**src/rtl/conv_pkg.sv**
```systemverilog
// Shared widths and arithmetic helpers for the weight-stationary conv PE array.
package conv_pkg;

  localparam int DATA_W_DEF   = 8;
  localparam int WGT_W_DEF    = 8;
  localparam int ACC_W_DEF    = 32;
  localparam int MULT_LAT_DEF = 2;
  localparam int PROD_W       = DATA_W_DEF + WGT_W_DEF;
  localparam int MAX_ACC_W    = 64;

  // A signed add overflows when both operands share a sign the result does not.
  function automatic logic add_ovf(input logic a_msb, input logic b_msb, input logic r_msb);
    return (a_msb == b_msb) && (r_msb != a_msb);
  endfunction

  // Replace a wrapped sum with the rail matching the operand sign; the caller truncates to acc_w.
  function automatic logic [MAX_ACC_W-1:0] sat_add(input logic [MAX_ACC_W-1:0] sum,
                                                   input logic ovf, input logic a_msb,
                                                   input int unsigned acc_w);
    logic [MAX_ACC_W-1:0] pos_max;
    pos_max = (MAX_ACC_W'(1) << (acc_w - 1)) - MAX_ACC_W'(1);
    if (!ovf) return sum;
    return a_msb ? ~pos_max : pos_max;
  endfunction

endpackage

```
**src/rtl/conv_pe_ws_if.sv**
```systemverilog
// Left/upper stream, weight-load and right/lower stream signals of one conv PE.
interface conv_pe_ws_if
  import conv_pkg::*;
#(
  parameter int DATA_W = DATA_W_DEF,
  parameter int WGT_W  = WGT_W_DEF,
  parameter int ACC_W  = ACC_W_DEF
);
  logic                     i_vld;
  logic signed [DATA_W-1:0] i_dl;
  logic signed [ACC_W-1:0]  i_au;
  logic                     i_first;
  logic                     i_wld;
  logic signed [WGT_W-1:0]  i_wd;
  logic                     i_wsw;
  logic                     o_vld_r;
  logic signed [DATA_W-1:0] o_dr;
  logic                     o_vld;
  logic signed [ACC_W-1:0]  o_ad;
  logic signed [WGT_W-1:0]  o_w;
  logic                     o_ovf;

  modport master (
    output i_vld, i_dl, i_au, i_first, i_wld, i_wd, i_wsw,
    input  o_vld_r, o_dr, o_vld, o_ad, o_w, o_ovf
  );

  modport slave (
    input  i_vld, i_dl, i_au, i_first, i_wld, i_wd, i_wsw,
    output o_vld_r, o_dr, o_vld, o_ad, o_w, o_ovf
  );
endinterface

```
**src/rtl/conv_mult_pipe.sv**
```systemverilog
// Signed DATA_W x WGT_W multiplier with MULT_LAT register stages; a sideband word
// and the valid travel alongside the product.
module conv_mult_pipe
  import conv_pkg::*;
#(
  parameter int DATA_W   = DATA_W_DEF,
  parameter int WGT_W    = WGT_W_DEF,
  parameter int SIDE_W   = ACC_W_DEF,
  parameter int MULT_LAT = MULT_LAT_DEF
) (
  input  logic                            i_clk,
  input  logic                            i_rst,
  input  logic                            i_vld,
  input  logic signed [DATA_W-1:0]        i_a,
  input  logic signed [WGT_W-1:0]         i_b,
  input  logic signed [SIDE_W-1:0]        i_side,
  output logic                            o_vld,
  output logic signed [DATA_W+WGT_W-1:0]  o_prod,
  output logic signed [SIDE_W-1:0]        o_side
);

  localparam int MUL_W = DATA_W + WGT_W;

  logic [MULT_LAT-1:0]      vld_d, vld_q;
  logic signed [MUL_W-1:0]  prod_d [MULT_LAT];
  logic signed [MUL_W-1:0]  prod_q [MULT_LAT];
  logic signed [SIDE_W-1:0] side_d [MULT_LAT];
  logic signed [SIDE_W-1:0] side_q [MULT_LAT];

  // Data stages load only behind a valid, so idle cycles leave them untouched.
  always_comb begin
    vld_d     = vld_q;
    vld_d[0]  = i_vld;
    prod_d[0] = i_vld ? MUL_W'(i_a) * MUL_W'(i_b) : prod_q[0];
    side_d[0] = i_vld ? i_side : side_q[0];
    for (int s = 1; s < MULT_LAT; s++) begin
      vld_d[s]  = vld_q[s-1];
      prod_d[s] = vld_q[s-1] ? prod_q[s-1] : prod_q[s];
      side_d[s] = vld_q[s-1] ? side_q[s-1] : side_q[s];
    end
  end

  // NOTE: sequential state uses non-blocking assignments so every stage samples pre-edge values.
  always_ff @(posedge i_clk) begin
    if (i_rst) vld_q <= '0;
    else       vld_q <= vld_d;
  end

  // NOTE: the product/sideband registers are deliberately not reset; the cleared valids
  // already mark their contents as dead, and leaving them unreset keeps the datapath lean.
  always_ff @(posedge i_clk) begin
    prod_q <= prod_d;
    side_q <= side_d;
  end

  assign o_vld  = vld_q[MULT_LAT-1];
  assign o_prod = prod_q[MULT_LAT-1];
  assign o_side = side_q[MULT_LAT-1];

endmodule

```
**src/rtl/conv_pe_ws.sv**
```systemverilog
// Weight-stationary conv PE with double-buffered weight: o_ad = i_dl*w + i_au, MULT_LAT+1 cycles.
// Define CONV_PE_SAT_EN to saturate o_ad on overflow instead of wrapping.
module conv_pe_ws
  import conv_pkg::*;
#(
  parameter int DATA_W   = DATA_W_DEF,
  parameter int WGT_W    = WGT_W_DEF,
  parameter int ACC_W    = ACC_W_DEF,
  parameter int MULT_LAT = MULT_LAT_DEF
) (
  input  logic         i_clk,
  input  logic         i_rst,
  conv_pe_ws_if.slave  bus
);

  localparam int MUL_W = DATA_W + WGT_W;

  logic                     vld_r_d, vld_r_q;
  logic signed [DATA_W-1:0] dr_d, dr_q;
  logic signed [WGT_W-1:0]  shadow_d, shadow_q;
  logic signed [WGT_W-1:0]  active_d, active_q;
  logic signed [ACC_W-1:0]  ad_d, ad_q;
  logic                     vld_d, vld_q;
  logic                     ovf_d, ovf_q;

  logic signed [ACC_W-1:0]  au_in;
  logic                     m_vld;
  logic signed [MUL_W-1:0]  m_prod;
  logic signed [ACC_W-1:0]  m_side;
  logic signed [ACC_W-1:0]  prod_ext;
  logic signed [ACC_W-1:0]  sum;
  logic                     sum_ovf;

  assign au_in = bus.i_first ? '0 : bus.i_au;

  conv_mult_pipe #(
    .DATA_W   (DATA_W),
    .WGT_W    (WGT_W),
    .SIDE_W   (ACC_W),
    .MULT_LAT (MULT_LAT)
  ) u_mult (
    .i_clk  (i_clk),
    .i_rst  (i_rst),
    .i_vld  (bus.i_vld),
    .i_a    (bus.i_dl),
    .i_b    (active_q),
    .i_side (au_in),
    .o_vld  (m_vld),
    .o_prod (m_prod),
    .o_side (m_side)
  );

  // NOTE: every always_comb output gets a default first so no path can infer a latch.
  always_comb begin
    vld_r_d  = bus.i_vld;
    dr_d     = bus.i_vld ? bus.i_dl : dr_q;
    // Same-cycle load and swap: active takes the old shadow, shadow takes the new word.
    shadow_d = bus.i_wld ? bus.i_wd : shadow_q;
    active_d = bus.i_wsw ? shadow_q : active_q;

    prod_ext = ACC_W'(m_prod);
    sum      = prod_ext + m_side;
    sum_ovf  = add_ovf(prod_ext[ACC_W-1], m_side[ACC_W-1], sum[ACC_W-1]);

    vld_d = m_vld;
    ovf_d = ovf_q | (m_vld & sum_ovf);
    ad_d  = ad_q;
    if (m_vld) begin
`ifdef CONV_PE_SAT_EN
      ad_d = ACC_W'(sat_add(MAX_ACC_W'(sum), sum_ovf, prod_ext[ACC_W-1], ACC_W));
`else
      ad_d = sum;
`endif
    end
  end

  always_ff @(posedge i_clk) begin
    if (i_rst) begin
      vld_r_q  <= 1'b0;
      dr_q     <= '0;
      shadow_q <= '0;
      active_q <= '0;
      ad_q     <= '0;
      vld_q    <= 1'b0;
      ovf_q    <= 1'b0;
    end else begin
      vld_r_q  <= vld_r_d;
      dr_q     <= dr_d;
      shadow_q <= shadow_d;
      active_q <= active_d;
      ad_q     <= ad_d;
      vld_q    <= vld_d;
      ovf_q    <= ovf_d;
    end
  end

  assign bus.o_vld_r = vld_r_q;
  assign bus.o_dr    = dr_q;
  assign bus.o_vld   = vld_q;
  assign bus.o_ad    = ad_q;
  assign bus.o_w     = active_q;
  assign bus.o_ovf   = ovf_q;

endmodule
```
**src/flat_wrapper.sv**
```systemverilog
// flat-port wrapper written by rule: the top's interface ports become plain ports
module conv_pe_ws_flat import conv_pkg::*;
#(
  parameter int DATA_W   = DATA_W_DEF,
  parameter int WGT_W    = WGT_W_DEF,
  parameter int ACC_W    = ACC_W_DEF,
  parameter int MULT_LAT = MULT_LAT_DEF
)
  (i_clk, i_rst, bus_i_vld, bus_i_dl, bus_i_au, bus_i_first, bus_i_wld, bus_i_wd, bus_i_wsw, bus_o_vld_r, bus_o_dr, bus_o_vld, bus_o_ad, bus_o_w, bus_o_ovf);
  conv_pe_ws_if #(.DATA_W(DATA_W), .WGT_W(WGT_W), .ACC_W(ACC_W)) bus_i ();
  input  logic i_clk;
  input  logic i_rst;
  input wire logic [$bits(bus_i.i_vld)-1:0] bus_i_vld;
  input wire logic [$bits(bus_i.i_dl)-1:0] bus_i_dl;
  input wire logic [$bits(bus_i.i_au)-1:0] bus_i_au;
  input wire logic [$bits(bus_i.i_first)-1:0] bus_i_first;
  input wire logic [$bits(bus_i.i_wld)-1:0] bus_i_wld;
  input wire logic [$bits(bus_i.i_wd)-1:0] bus_i_wd;
  input wire logic [$bits(bus_i.i_wsw)-1:0] bus_i_wsw;
  output wire logic [$bits(bus_i.o_vld_r)-1:0] bus_o_vld_r;
  output wire logic [$bits(bus_i.o_dr)-1:0] bus_o_dr;
  output wire logic [$bits(bus_i.o_vld)-1:0] bus_o_vld;
  output wire logic [$bits(bus_i.o_ad)-1:0] bus_o_ad;
  output wire logic [$bits(bus_i.o_w)-1:0] bus_o_w;
  output wire logic [$bits(bus_i.o_ovf)-1:0] bus_o_ovf;
  assign bus_i.i_vld = bus_i_vld;
  assign bus_i.i_dl = bus_i_dl;
  assign bus_i.i_au = bus_i_au;
  assign bus_i.i_first = bus_i_first;
  assign bus_i.i_wld = bus_i_wld;
  assign bus_i.i_wd = bus_i_wd;
  assign bus_i.i_wsw = bus_i_wsw;
  assign bus_o_vld_r = bus_i.o_vld_r;
  assign bus_o_dr = bus_i.o_dr;
  assign bus_o_vld = bus_i.o_vld;
  assign bus_o_ad = bus_i.o_ad;
  assign bus_o_w = bus_i.o_w;
  assign bus_o_ovf = bus_i.o_ovf;
  conv_pe_ws #(.DATA_W(DATA_W), .WGT_W(WGT_W), .ACC_W(ACC_W), .MULT_LAT(MULT_LAT)) u_core (.i_clk(i_clk), .i_rst(i_rst), .bus(bus_i));
endmodule
```
**config.mk**
```make
export PLATFORM = sky130hd
export DESIGN_NAME = conv_pe_ws_flat
export DESIGN_NICKNAME = d
export VERILOG_FILES = /design/src/rtl/conv_pkg.sv /design/src/rtl/conv_pe_ws_if.sv /design/src/rtl/conv_mult_pipe.sv /design/src/rtl/conv_pe_ws.sv /design/src/flat_wrapper.sv
export SDC_FILE = /design/constraint.sdc
export NUM_CORES = 1
export LEC_CHECK = 0
export BUFFER_PORTS_ARGS = -buffer_cell sky130_fd_sc_hd__buf_2
export CAP_MARGIN = 20
export CORE_UTILIZATION = 58
export DETAILED_ROUTE_END_ITERATION = 7
export PLACE_DENSITY = 0.79
export SLEW_MARGIN = 0
export SYNTH_ARGS = -nofsm -noshare
export SYNTH_HDL_FRONTEND = slang
export SYNTH_SLANG_ARGS = --single-unit
```
**constraint.sdc**
```tcl
create_clock -name i_clk -period 6.99 [get_ports i_clk]
set_clock_uncertainty 0.15 [all_clocks]
set_input_delay 0.699 -clock i_clk [delete_from_list [all_inputs] [get_ports i_clk]]
set_output_delay 0.699 -clock i_clk [all_outputs]
set_load 0.02 [all_outputs]
```
==> results.json, run 1 <==
{
  "ant_nets": 0,
  "switchingPower_mw": 0.639,
  "drive_gt1_share_pct": 15.8,
  "ios": 105,
  "final_hold_viol_count": 0,
  "yosysUniqueCellTypes": 62,
  "fin_nets": 1129,
  "cts_root_buffer": "clkbuf_16",
  "antenna_found_initial": 0,
  "cts.reportedPaths.clkPinSlew_ps": 60,
  "rr_endpoint": "u_core.u_mult.prod_q[30]$_DFFE_PP_",
  "hold_path_depth": 0,
  "setup_tns_ps": 0,
  "h-tree-depth": 4,
  "viasPerCell": 5.22,
  "maxCapViolations": 0,
  "syn-num-nets": 1023,
  "powerDensity_nw_per_um2": 231,
  "grt_pass1_wl_mm": 28.7,
  "min_path_type": "flop to flop",
  "cts_tree": "built",
  "r2r-start": "u_core.bus.o_w[7]$_SDFFE_PP0P_",
  "holdWs_ps": 264,
  "gr-usage-all-layers_pct": 22.6,
  "syn_to_final_growth_pct": 14.1,
  "cts_made_buffers": 17,
  "synth_ff_type": "edfxtp_1",
  "die_h_um": 129,
  "min_period_ps": 5370,
  "power_frac_clock_pct": 39.3,
  "synthArstFlopShare_pct": 0,
  "io_buffer_count": 104,
  "insertion_delay_ps": 420,
  "reg2reg_slack_ps": 1620,
  "place_congestion": 0.852,
  "start_kind": "flop",
  "grt_pass1_vias": 6139,
  "antenna_cells": 0,
  "critPathMaxFanout": 8,
  "wire_per_inst_um": 15.0,
  "overflow": 0,
  "cts_setup_buffers": 0,
  "die_w_um": 129,
  "setup_violations": 0,
  "syn_area_per_cell_sq_um": 11.0,
  "std_cell_rows": 46,
  "ys_ff_latch": 156,
  "critical_path_class": "flop to flop",
  "drtIter0Drc": 309,
  "status": "finished clean",
  "worst_slew_pin_slew_ps": 752,
  "fmax_mhz": 186,
  "critPathRequiredTime_ps": 7010,
  "postCtsHoldBufs": 0,
  "syn_inst": 853,
  "synth_edf_count": 96,
  "slew_headroom_pct": 49.8,
  "p_sw_share_pct": 26.0,
  "vdd_drop_max_mv": 0.175,
  "cts.path.max_buffers": 2,
  "power_frac_comb_pct": 16.6,
  "p_leak_nw": 4.68,
  "ctsResizeCount": 0,
  "grt_max_degree": 67,
  "rsz0062_at_grt": "no",
  "min_to": "u_core.u_mult.o_prod[15]$_DFFE_PP_",
  "cts_sinks": 156,
  "r2r_cells": 17,
  "p_seq_share_pct": 44.1,
  "final_cell_mix": "104 x inv_1, 104 x buf_2, 96 x edfxtp_1",
  "synth_area_sq_um": 9350,
  "first_pass_iters": 5,
  "dieArea_sq_um": 16600,
  "route.detailed.drc": 0,
  "coreArea_sq_um": 15800,
  "start_util_pct": 59.0,
  "holdCritStartpoint": "u_core.u_mult.prod_q[31]$_DFFE_PP_",
  "hpwl_mm": 12.9,
  "worst_setup_path_end_kind": "flop",
  "final-max-slew-violation-count": 0,
  "route.vias.total": 6206,
  "power.internal_mw": 1.82,
  "yosysWarnings": 0,
  "finalCritPeriodShare_pct": 76.8,
  "drt-total-wl_mm": 17.8,
  "ys_seq_area_share_pct": 43.7,
  "critPathArrivalTime_ps": 5380
}
==> final cells by class <==
class / count / area, sq um
well taps: 216 / 270
clock buffers: 19 / 433
fillers: 1175 / 5170
inverters: 104 / 390
clock inverters: 13 / 191
flip-flops and latches: 156 / 4090
multi-input cells: 572 / 4740
repair buffers: 108 / 551
==> per-stage QoR <==
stage / setup slack (ps) / power (mW) / instance area [sq um] / util [%] / std cells
2_1_floorplan: 1770 / 1.40 / 9350 / - / 853
3_3_place_gp: 1490 / 1.49 / 10000 / 63.4 / 1156
3_5_place_dp: 1360 / 1.51 / 10000 / 63.4 / 1156
4_1_cts: 1560 / 2.48 / 10700 / 67.3 / 1188
5_1_grt: 1250 / 2.57 / 10700 / 67.3 / 1188
6_report: 1620 / 2.46 / 10700 / 67.3 / 1188
==> how the worst max path moves through the flow <==
stage                                         startpoint                                  to  slack, ps  cells past startpoint
final                     u_core.bus.o_w[7]$_SDFFE_PP0P_  u_core.u_mult.prod_q[30]$_DFFE_PP_       1620                     17
after global routing      u_core.bus.o_w[7]$_SDFFE_PP0P_  u_core.u_mult.prod_q[30]$_DFFE_PP_       1250                     17
after CTS                 u_core.bus.o_w[7]$_SDFFE_PP0P_  u_core.u_mult.prod_q[30]$_DFFE_PP_       1560                     17
after detailed placement                     bus_i_dl[0]  u_core.u_mult.prod_q[30]$_DFFE_PP_       1360                     18
after global placement                       bus_i_dl[0]  u_core.u_mult.prod_q[30]$_DFFE_PP_       1490                     18
after floorplan                              bus_i_dl[6]  u_core.u_mult.prod_q[30]$_DFFE_PP_       1770                     19
==> layer usage <==
metal | share of wire, % | up-vias | track usage [%]
met5 | 0 | - | 0
met4 | 1.8 | 0 | 8.86
met3 | 4.2 | 28 | 4.45
met2 | 50 | 143 | 39.3
met1 | 44 | 2931 | 27.7
li1 | - | 3104 | -
==> sequential cells by signal (all words and copies together), names as in the netlist <==
| register | cells |
|---|---|
| u_core.u_mult.vld_q | 2 |
| u_core.bus.o_ovf | 1 |
| u_core.bus.o_w | 8 |
| u_core.u_mult.side_q | 32 |
| u_core.shadow_q | 8 |
| u_core.u_mult.prod_q | 16 |
| u_core.bus.o_vld | 1 |
| u_core.u_mult.o_side | 32 |
| u_core.bus.o_ad | 32 |
| u_core.u_mult.o_prod | 16 |
| u_core.bus.o_dr | 8 |
==> synthesized netlist by cell type, types with 2 or more instances <==
| master | count | area [sq um] |
|---|---|---|
| and3_2 | 2 | 15.0 |
| clkbuf_8 | 4 | 55.1 |
| o211ai_1 | 2 | 15.0 |
| nand2_1 | 47 | 176 |
| edfxtp_1 | 96 | 2880 |
| and3_1 | 3 | 18.8 |
| dfxtp_1 | 60 | 1200 |
| inv_1 | 104 | 390 |
| ha_1 | 60 | 751 |
| o21a_1 | 6 | 45.0 |
| xor2_1 | 5 | 43.8 |
| and2_1 | 39 | 244 |
| a211oi_1 | 5 | 37.5 |
| o31ai_1 | 3 | 22.5 |
| o21ai_0 | 24 | 120 |
| buf_6 | 2 | 22.5 |
| nor3b_1 | 3 | 22.5 |
| nor4_1 | 2 | 12.5 |
| nand3_1 | 13 | 65.1 |
| a21oi_1 | 37 | 185 |
| o32ai_1 | 2 | 17.5 |
| a211oi_2 | 2 | 25.0 |
| nor2_1 | 76 | 285 |
| o21ai_2 | 2 | 17.5 |
| or3_1 | 2 | 12.5 |
| o221ai_1 | 2 | 17.5 |
| clkbuf_1 | 15 | 56.3 |
| nor3_1 | 2 | 10.0 |
| a311o_1 | 2 | 20.0 |
| mux2i_1 | 46 | 460 |
| nor2b_1 | 40 | 250 |
| o21ai_1 | 2 | 10.0 |
| a21boi_0 | 3 | 22.5 |
| fa_1 | 56 | 1120 |
| o21bai_1 | 3 | 22.5 |
| nand2b_1 | 10 | 62.6 |
| a21o_1 | 13 | 97.6 |
| nand3b_1 | 2 | 15.0 |
| a311oi_1 | 2 | 17.5 |
| a31oi_1 | 2 | 12.5 |
| xnor2_1 | 31 | 272 |
==> critical path: stages, from the launching register on <==
cell and delay (ps):
dfxtp_1 550, nand2b_1 140, fa_1 530, fa_1 540, inv_1 50, fa_1 520
inv_1 50, fa_1 520, inv_1 40, ha_1 310, o21ai_0 120, a21boi_0 270
o21ai_0 160, a21boi_0 260, o21ai_0 140, a21boi_0 330, nor4_1 90, a311o_1 320
==> logic make-up after synthesis <==
family                   share of synthesized area, %
flip-flops                                       43.7
multiplexers                                     5.05
AND/OR/NAND/NOR                                  13.5
AO/OA/AOI/OAI                                    8.74
buffers and inverters                            5.61
adder cells (fa/ha/maj)                          20.0
XOR/XNOR                                         3.37
==> power groups by stage <==
stage	clock, mW	sequential, mW	combinational [mW]
6_report	0.967	1.08	0.408
3_5_place_dp	0	1.10	0.402
4_1_cts	0.988	1.09	0.410
5_1_grt	1.02	1.09	0.454
2_1_floorplan	0	1.11	0.284
3_3_place_gp	0	1.10	0.394
(Power assumes the default switching activity.)
==> run 2: changes to the inputs <==
Settings changed: CORE_UTILIZATION 58 to 54, PLACE_DENSITY 0.79 to 0.77.
Clock period 6.99 ns to 4.6 ns, I/O delays scaled along.
==> run 2 against run 1 <==
Maximum frequency increased by 18%; hold slack got worse by 130 ps; global-route usage decreased by 1.3 points; sequential power increased by 53%; clock power increased by 41%; sequential share of layout area decreased by 1.4 points; first-iteration DRC count increased by 78%; clock-buffer cell count decreased by 1; power increased by 49%; setup slack got worse by 1600 ps; combinational power increased by 64%.
==> results.json, run 2 (same netlist as run 1, synthesis figures left out) <==
{
  "rr_endpoint": "u_core.u_mult.prod_q[30]$_DFFE_PP_",
  "critPathArrivalTime_ps": 4570,
  "wire_per_inst_um": 14.7,
  "route.detailed.drc": 0,
  "place_congestion": 0.865,
  "endpoint": "u_core.u_mult.prod_q[30]$_DFFE_PP_",
  "hpwl_mm": 13.7,
  "holdWs_ps": 132,
  "vdd_drop_max_mv": 0.313,
  "syn_to_final_growth_pct": 19.1,
  "reg2reg_slack_ps": 50,
  "grt_max_degree": 42,
  "r2r-start": "u_core.bus.o_w[4]$_SDFFE_PP0P_",
  "grt_pass1_vias": 6254,
  "start_kind": "flop",
  "cts_tree": "built",
  "route.vias.total": 6423,
  "coreArea_sq_um": 16800,
  "die_h_um": 134,
  "finalCritPeriodShare_pct": 99.0,
  "p_leak_nw": 4.94,
  "antenna_found_initial": 0,
  "r2r_cells": 18,
  "drtIter0Drc": 551,
  "postCtsHoldBufs": 0,
  "slew_headroom_pct": 48.8,
  "cts_sinks": 156,
  "insertion_delay_ps": 430,
  "min_path_type": "primary input to flop",
  "dieArea_sq_um": 17800,
  "timing.final.ws_setup_ps": 48.0,
  "io_buffer_count": 104,
  "powerDensity_nw_per_um2": 330,
  "min_period_ps": 4550,
  "holdCritStartpoint": "bus_i_wd[3]",
  "ant_nets": 0,
  "final_hold_viol_count": 0,
  "maxCapViolations": 0,
  "critPathMaxFanout": 7,
  "grt_pass1_wl_mm": 29.8,
  "start_util_pct": 55.8,
  "final-max-slew-violation-count": 0,
  "critPathRequiredTime_ps": 4620,
  "viasPerCell": 5.18,
  "gr-usage-all-layers_pct": 21.3,
  "n_fill_cell": 1263,
  "cts_made_buffers": 17,
  "fmax_mhz": 220,
  "worst_setup_path_end_kind": "flop",
  "first_pass_iters": 5,
  "cts_root_buffer": "clkbuf_16",
  "h-tree-depth": 4,
  "antenna_cells": 0,
  "worst_slew_pin_slew_ps": 768,
  "overflow": 0,
  "ios": 105,
  "crit_path_start": "u_core.bus.o_w[4]$_SDFFE_PP0P_",
  "rsz0062_at_grt": "yes",
  "drive_gt1_share_pct": 23.4,
  "die_w_um": 134,
  "setup_violations": 0,
  "drt-total-wl_mm": 18.2,
  "fin_nets": 1177,
  "dpl_worst_slack_ps": -213,
  "cts.path.max_buffers": 2,
  "critical_path_class": "flop to flop",
  "cts.reportedPaths.clkPinSlew_ps": 60,
  "status": "finished clean",
  "final_common_cell": "buf_2",
  "final_cell_mix": "104 x buf_2, 100 x inv_1, 96 x edfxtp_1",
  "setup_tns_ps": 0,
  "std_cell_rows": 47
}
==> run 2: cell types whose count changed in the layout (fill, tap and decap cells not counted), sizes merged <==
cell,delta
clkinv,+4
clkbuf,-1
bufinv,-2
buf,+48
clkinvlp,-2
==> run 2: final cells by class <==
type / count / area (sq um) / area share (%)
inverter: 104 / 390 / 3.51
tap: 220 / 275 / 2.47
clock buffer: 18 / 429 / 3.85
sequential: 156 / 4110 / 36.9
clock inverter: 13 / 143 / 1.28
multi-input combinational: 572 / 4870 / 43.8
timing repair buffer: 156 / 915 / 8.21
==> run 2: worst min-delay path by stage <==
stage | to | cells after the start | slack [ps]
6_report | u_core.shadow_q[3]$_SDFFE_PP0P_ | 3 | 130
5_1_grt | u_core.shadow_q[4]$_SDFFE_PP0P_ | 3 | 130
4_1_cts | u_core.shadow_q[3]$_SDFFE_PP0P_ | 3 | 110
3_5_place_dp | u_core.u_mult.o_prod[12]$_DFFE_PP_ | 0 | 250
3_3_place_gp | u_core.u_mult.o_side[31]$_DFFE_PP_ | 0 | 250
2_1_floorplan | u_core.u_mult.o_prod[0]$_DFFE_PP_ | 0 | 250
==> run 2: repair_timing <==
| item | 4_1_cts | 5_1_grt |
|---|---|---|
| setup buffers | 0 | 1 |
| pin swaps | 6 | 20 |
| gates resized for setup | 11 | 31 |
| setup endpoints to repair | 4 | 4 |
==> run 2: where the power goes <==
part	switching [mW]	total (mW)	internal (mW)
Combinational	0.378	0.669	0.291
Clock	0.558	1.36	0.797
Sequential	0.0491	1.65	1.60
==> run 2: per-layer routing <==
metal  vias to the layer above  GRT usage [%]  share of wire (%)
li1                       3188              -                  -
met5                         -              0                  0
met1                      3077           26.9                 45
met3                        25           4.03                3.1
met2                       133           36.3                 50
met4                         0           7.70                1.8
==> run 2: worst max-delay path, cell delays in order, from the launching register on <==
cell,delay (ps)
dfxtp_4,380
and2_4,150
fa_1,530
inv_1,50
fa_1,490
inv_2,40
fa_1,520
inv_1,50
fa_1,480
inv_2,50
ha_4,280
o21ai_4,60
a21boi_2,180
o21ai_2,90
a21boi_2,170
o21ai_2,100
a21boi_2,160
nor4_1,80
a311o_1,280
==> run 2: metrics by stage <==
step           instances  utilization [%]  instance area, sq um  total power [mW]
5_1_grt             1239             66.4                 11100              3.83
6_report            1239             66.4                 11100              3.67
3_3_place_gp        1207             62.2                 10400              2.31
4_1_cts             1238             65.7                 11000              3.69
3_5_place_dp        1207             62.2                 10400              2.33
2_1_floorplan        853                -                  9390              2.13
==> run 3: changes to the inputs <==
Settings changed: CORE_UTILIZATION 54 to 58, PLACE_DENSITY 0.77 to 0.79.
Clock period 4.6 ns to 4.2 ns, I/O delays scaled along.
==> run 3 against run 2 <==
The flow now finishes with violations (negative setup slack); sequential share of layout area shrank 0.53 points; clock-buffer cell count grew 5; flip-flop and latch count is the same; clock power grew 7%; power grew 9.2%; non-clock buffer count grew 17; combinational power grew 13%; design area grew 1.5%; setup slack lost 490 ps; critical path depth grew 4; register-to-register slack lost 490 ps; global-route usage grew 3.3 points; critical endpoint is now u_core.u_mult.prod_q[26]$_DFFE_PP_.
==> results.json, run 3 (same netlist as run 1, synthesis figures left out) <==
{
  "status": "finished with violations",
  "violations": "negative setup slack",
  "overflow": 0,
  "powerDensity_nw_per_um2": 355,
  "viasPerCell": 5.30,
  "die_h_um": 129,
  "std_cell_rows": 46,
  "hpwl_mm": 14.0,
  "ant_nets": 0,
  "drt-total-wl_mm": 19.8,
  "final_common_cell": "buf_2",
  "vdd_drop_max_mv": 0.305,
  "route.vias.total": 6640,
  "cts.path.max_buffers": 2,
  "die_w_um": 129,
  "cts.reportedPaths.clkPinSlew_ps": 60,
  "antenna_cells": 0,
  "syn_to_final_growth_pct": 21.0,
  "insertion_delay_ps": 430,
  "route.detailed.drc": 0,
  "final_hold_viol_count": 0,
  "critPathArrivalTime_ps": 4770,
  "grt_max_degree": 49,
  "grt_pass1_vias": 6648,
  "min_period_ps": 4650,
  "cts_root_buffer": "clkbuf_16",
  "p_leak_nw": 5.02,
  "coreArea_sq_um": 15800,
  "finalCritPeriodShare_pct": 111,
  "critical_path_class": "flop to flop",
  "antenna_found_initial": 0,
  "dieArea_sq_um": 16600,
  "postCtsHoldBufs": 0,
  "postPlaceCellArea_sq_um": 10400,
  "final_cell_mix": "104 x buf_2, 96 x inv_1, 96 x edfxtp_1",
  "place_congestion": 0.875,
  "h-tree-depth": 4,
  "switchingPower_mw": 1.08,
  "maxCapViolations": 0,
  "min_path_type": "primary input to flop",
  "setup_tns_ps": -2040,
  "ios": 105,
  "first_pass_iters": 5,
  "power.internal_mw": 2.93,
  "start_util_pct": 59.0,
  "cts_sinks": 156,
  "fin_util_pct": 71.4,
  "fmax_mhz": 215,
  "worst_slew_pin_slew_ps": 811,
  "final-max-slew-violation-count": 0,
  "slew_headroom_pct": 46.0,
  "cts_tree": "built",
  "power_frac_clock_pct": 36.0,
  "fin_nets": 1194,
  "critPathMaxFanout": 7,
  "rsz0062_at_grt": "yes",
  "io_buffer_count": 104,
  "worst_setup_path_end_kind": "flop",
  "grt_pass1_wl_mm": 31.3,
  "setup_violations": 6,
  "p_sw_share_pct": 27.0,
  "p_seq_share_pct": 45.1,
  "critPathRequiredTime_ps": 4320,
  "timing.final.ws_setup_ps": -446,
  "wire_per_inst_um": 15.8,
  "final_cell_area_sq_um": 11300,
  "drive_gt1_share_pct": 25.8,
  "gr-usage-all-layers_pct": 24.6,
  "start_kind": "flop",
  "cts_made_buffers": 17,
  "power_frac_comb_pct": 18.9,
  "drtIter0Drc": 501
}
-- run 3: stage by stage --
stage	power (mW)	std cells	worst slack, ps	hold slack (ps)
after floorplan	2.33	853	-334	250
after global routing	4.19	1253	-556	87.6
after global placement	2.53	1207	-504	251
final	4.01	1253	-446	75.1
after CTS	4.01	1249	-384	69.6
after detailed placement	2.55	1207	-584	255
-- run 3: worst paths after layout --
kind / slack [ps] / to / startpoint / cells after the start
worst max-delay path: -450 / u_core.u_mult.prod_q[26]$_DFFE_PP_ / u_core.bus.o_w[1]$_SDFFE_PP0P_ / 22
worst min-delay path: 80 / u_core.shadow_q[3]$_SDFFE_PP0P_ / bus_i_wd[3] / 3
worst max register to register: -450 / u_core.u_mult.prod_q[26]$_DFFE_PP_ / u_core.bus.o_w[1]$_SDFFE_PP0P_ / 22
worst min register to register: 260 / u_core.u_mult.o_prod[13]$_DFFE_PP_ / u_core.u_mult.prod_q[29]$_DFFE_PP_ / 0
-- run 3: layout make-up --
type	count	area [sq um]
inverter	104	390
fill	1118	4520
clock buffer	23	502
timing repair buffer	173	1060
clock inverter	9	60.1
tap	216	270
multi-input combinational	572	4910
sequential	156	4110
-- run 3: routing by layer --
layer,global-route usage (%),part of all wire (%),vias to the layer above
met5,0,0,-
met4,11.9,3.0,0
met3,4.53,3.4,48
met2,41.5,51,178
met1,30.6,43,3191
li1,-,-,3223
-- run 3: timing repair --
item | CTS | global route
setup buffers | 11 | 4
endpoints found under the setup margin | 5 | 6
resized for setup | 21 | 29
cloned | 0 | 0
endpoints found under the hold margin | 0 | 0
pin swaps | 18 | 20
-- run 3: power by group through the flow --
stage	Clock (mW)	Combinational (mW)	Sequential, mW
6_report	1.45	0.757	1.81
5_1_grt	1.53	0.841	1.82
4_1_cts	1.47	0.730	1.81
3_5_place_dp	0	0.713	1.84
3_3_place_gp	0	0.694	1.84
2_1_floorplan	0	0.478	1.86
-- run 3: worst max-delay path, cell delays in order (launching register included) --
cell	delay (ps)
dfxtp_4	370
and2_4	160
fa_1	520
inv_2	50
fa_1	490
inv_2	40
fa_1	520
inv_1	50
fa_1	490
inv_2	50
ha_4	270
o21ai_2	80
a21boi_4	160
o21ai_2	90
buf_4	130
buf_4	120
buf_4	120
buf_4	120
buf_4	120
buf_4	130
nand2_2	60
nor2_1	40
nor2_1	140
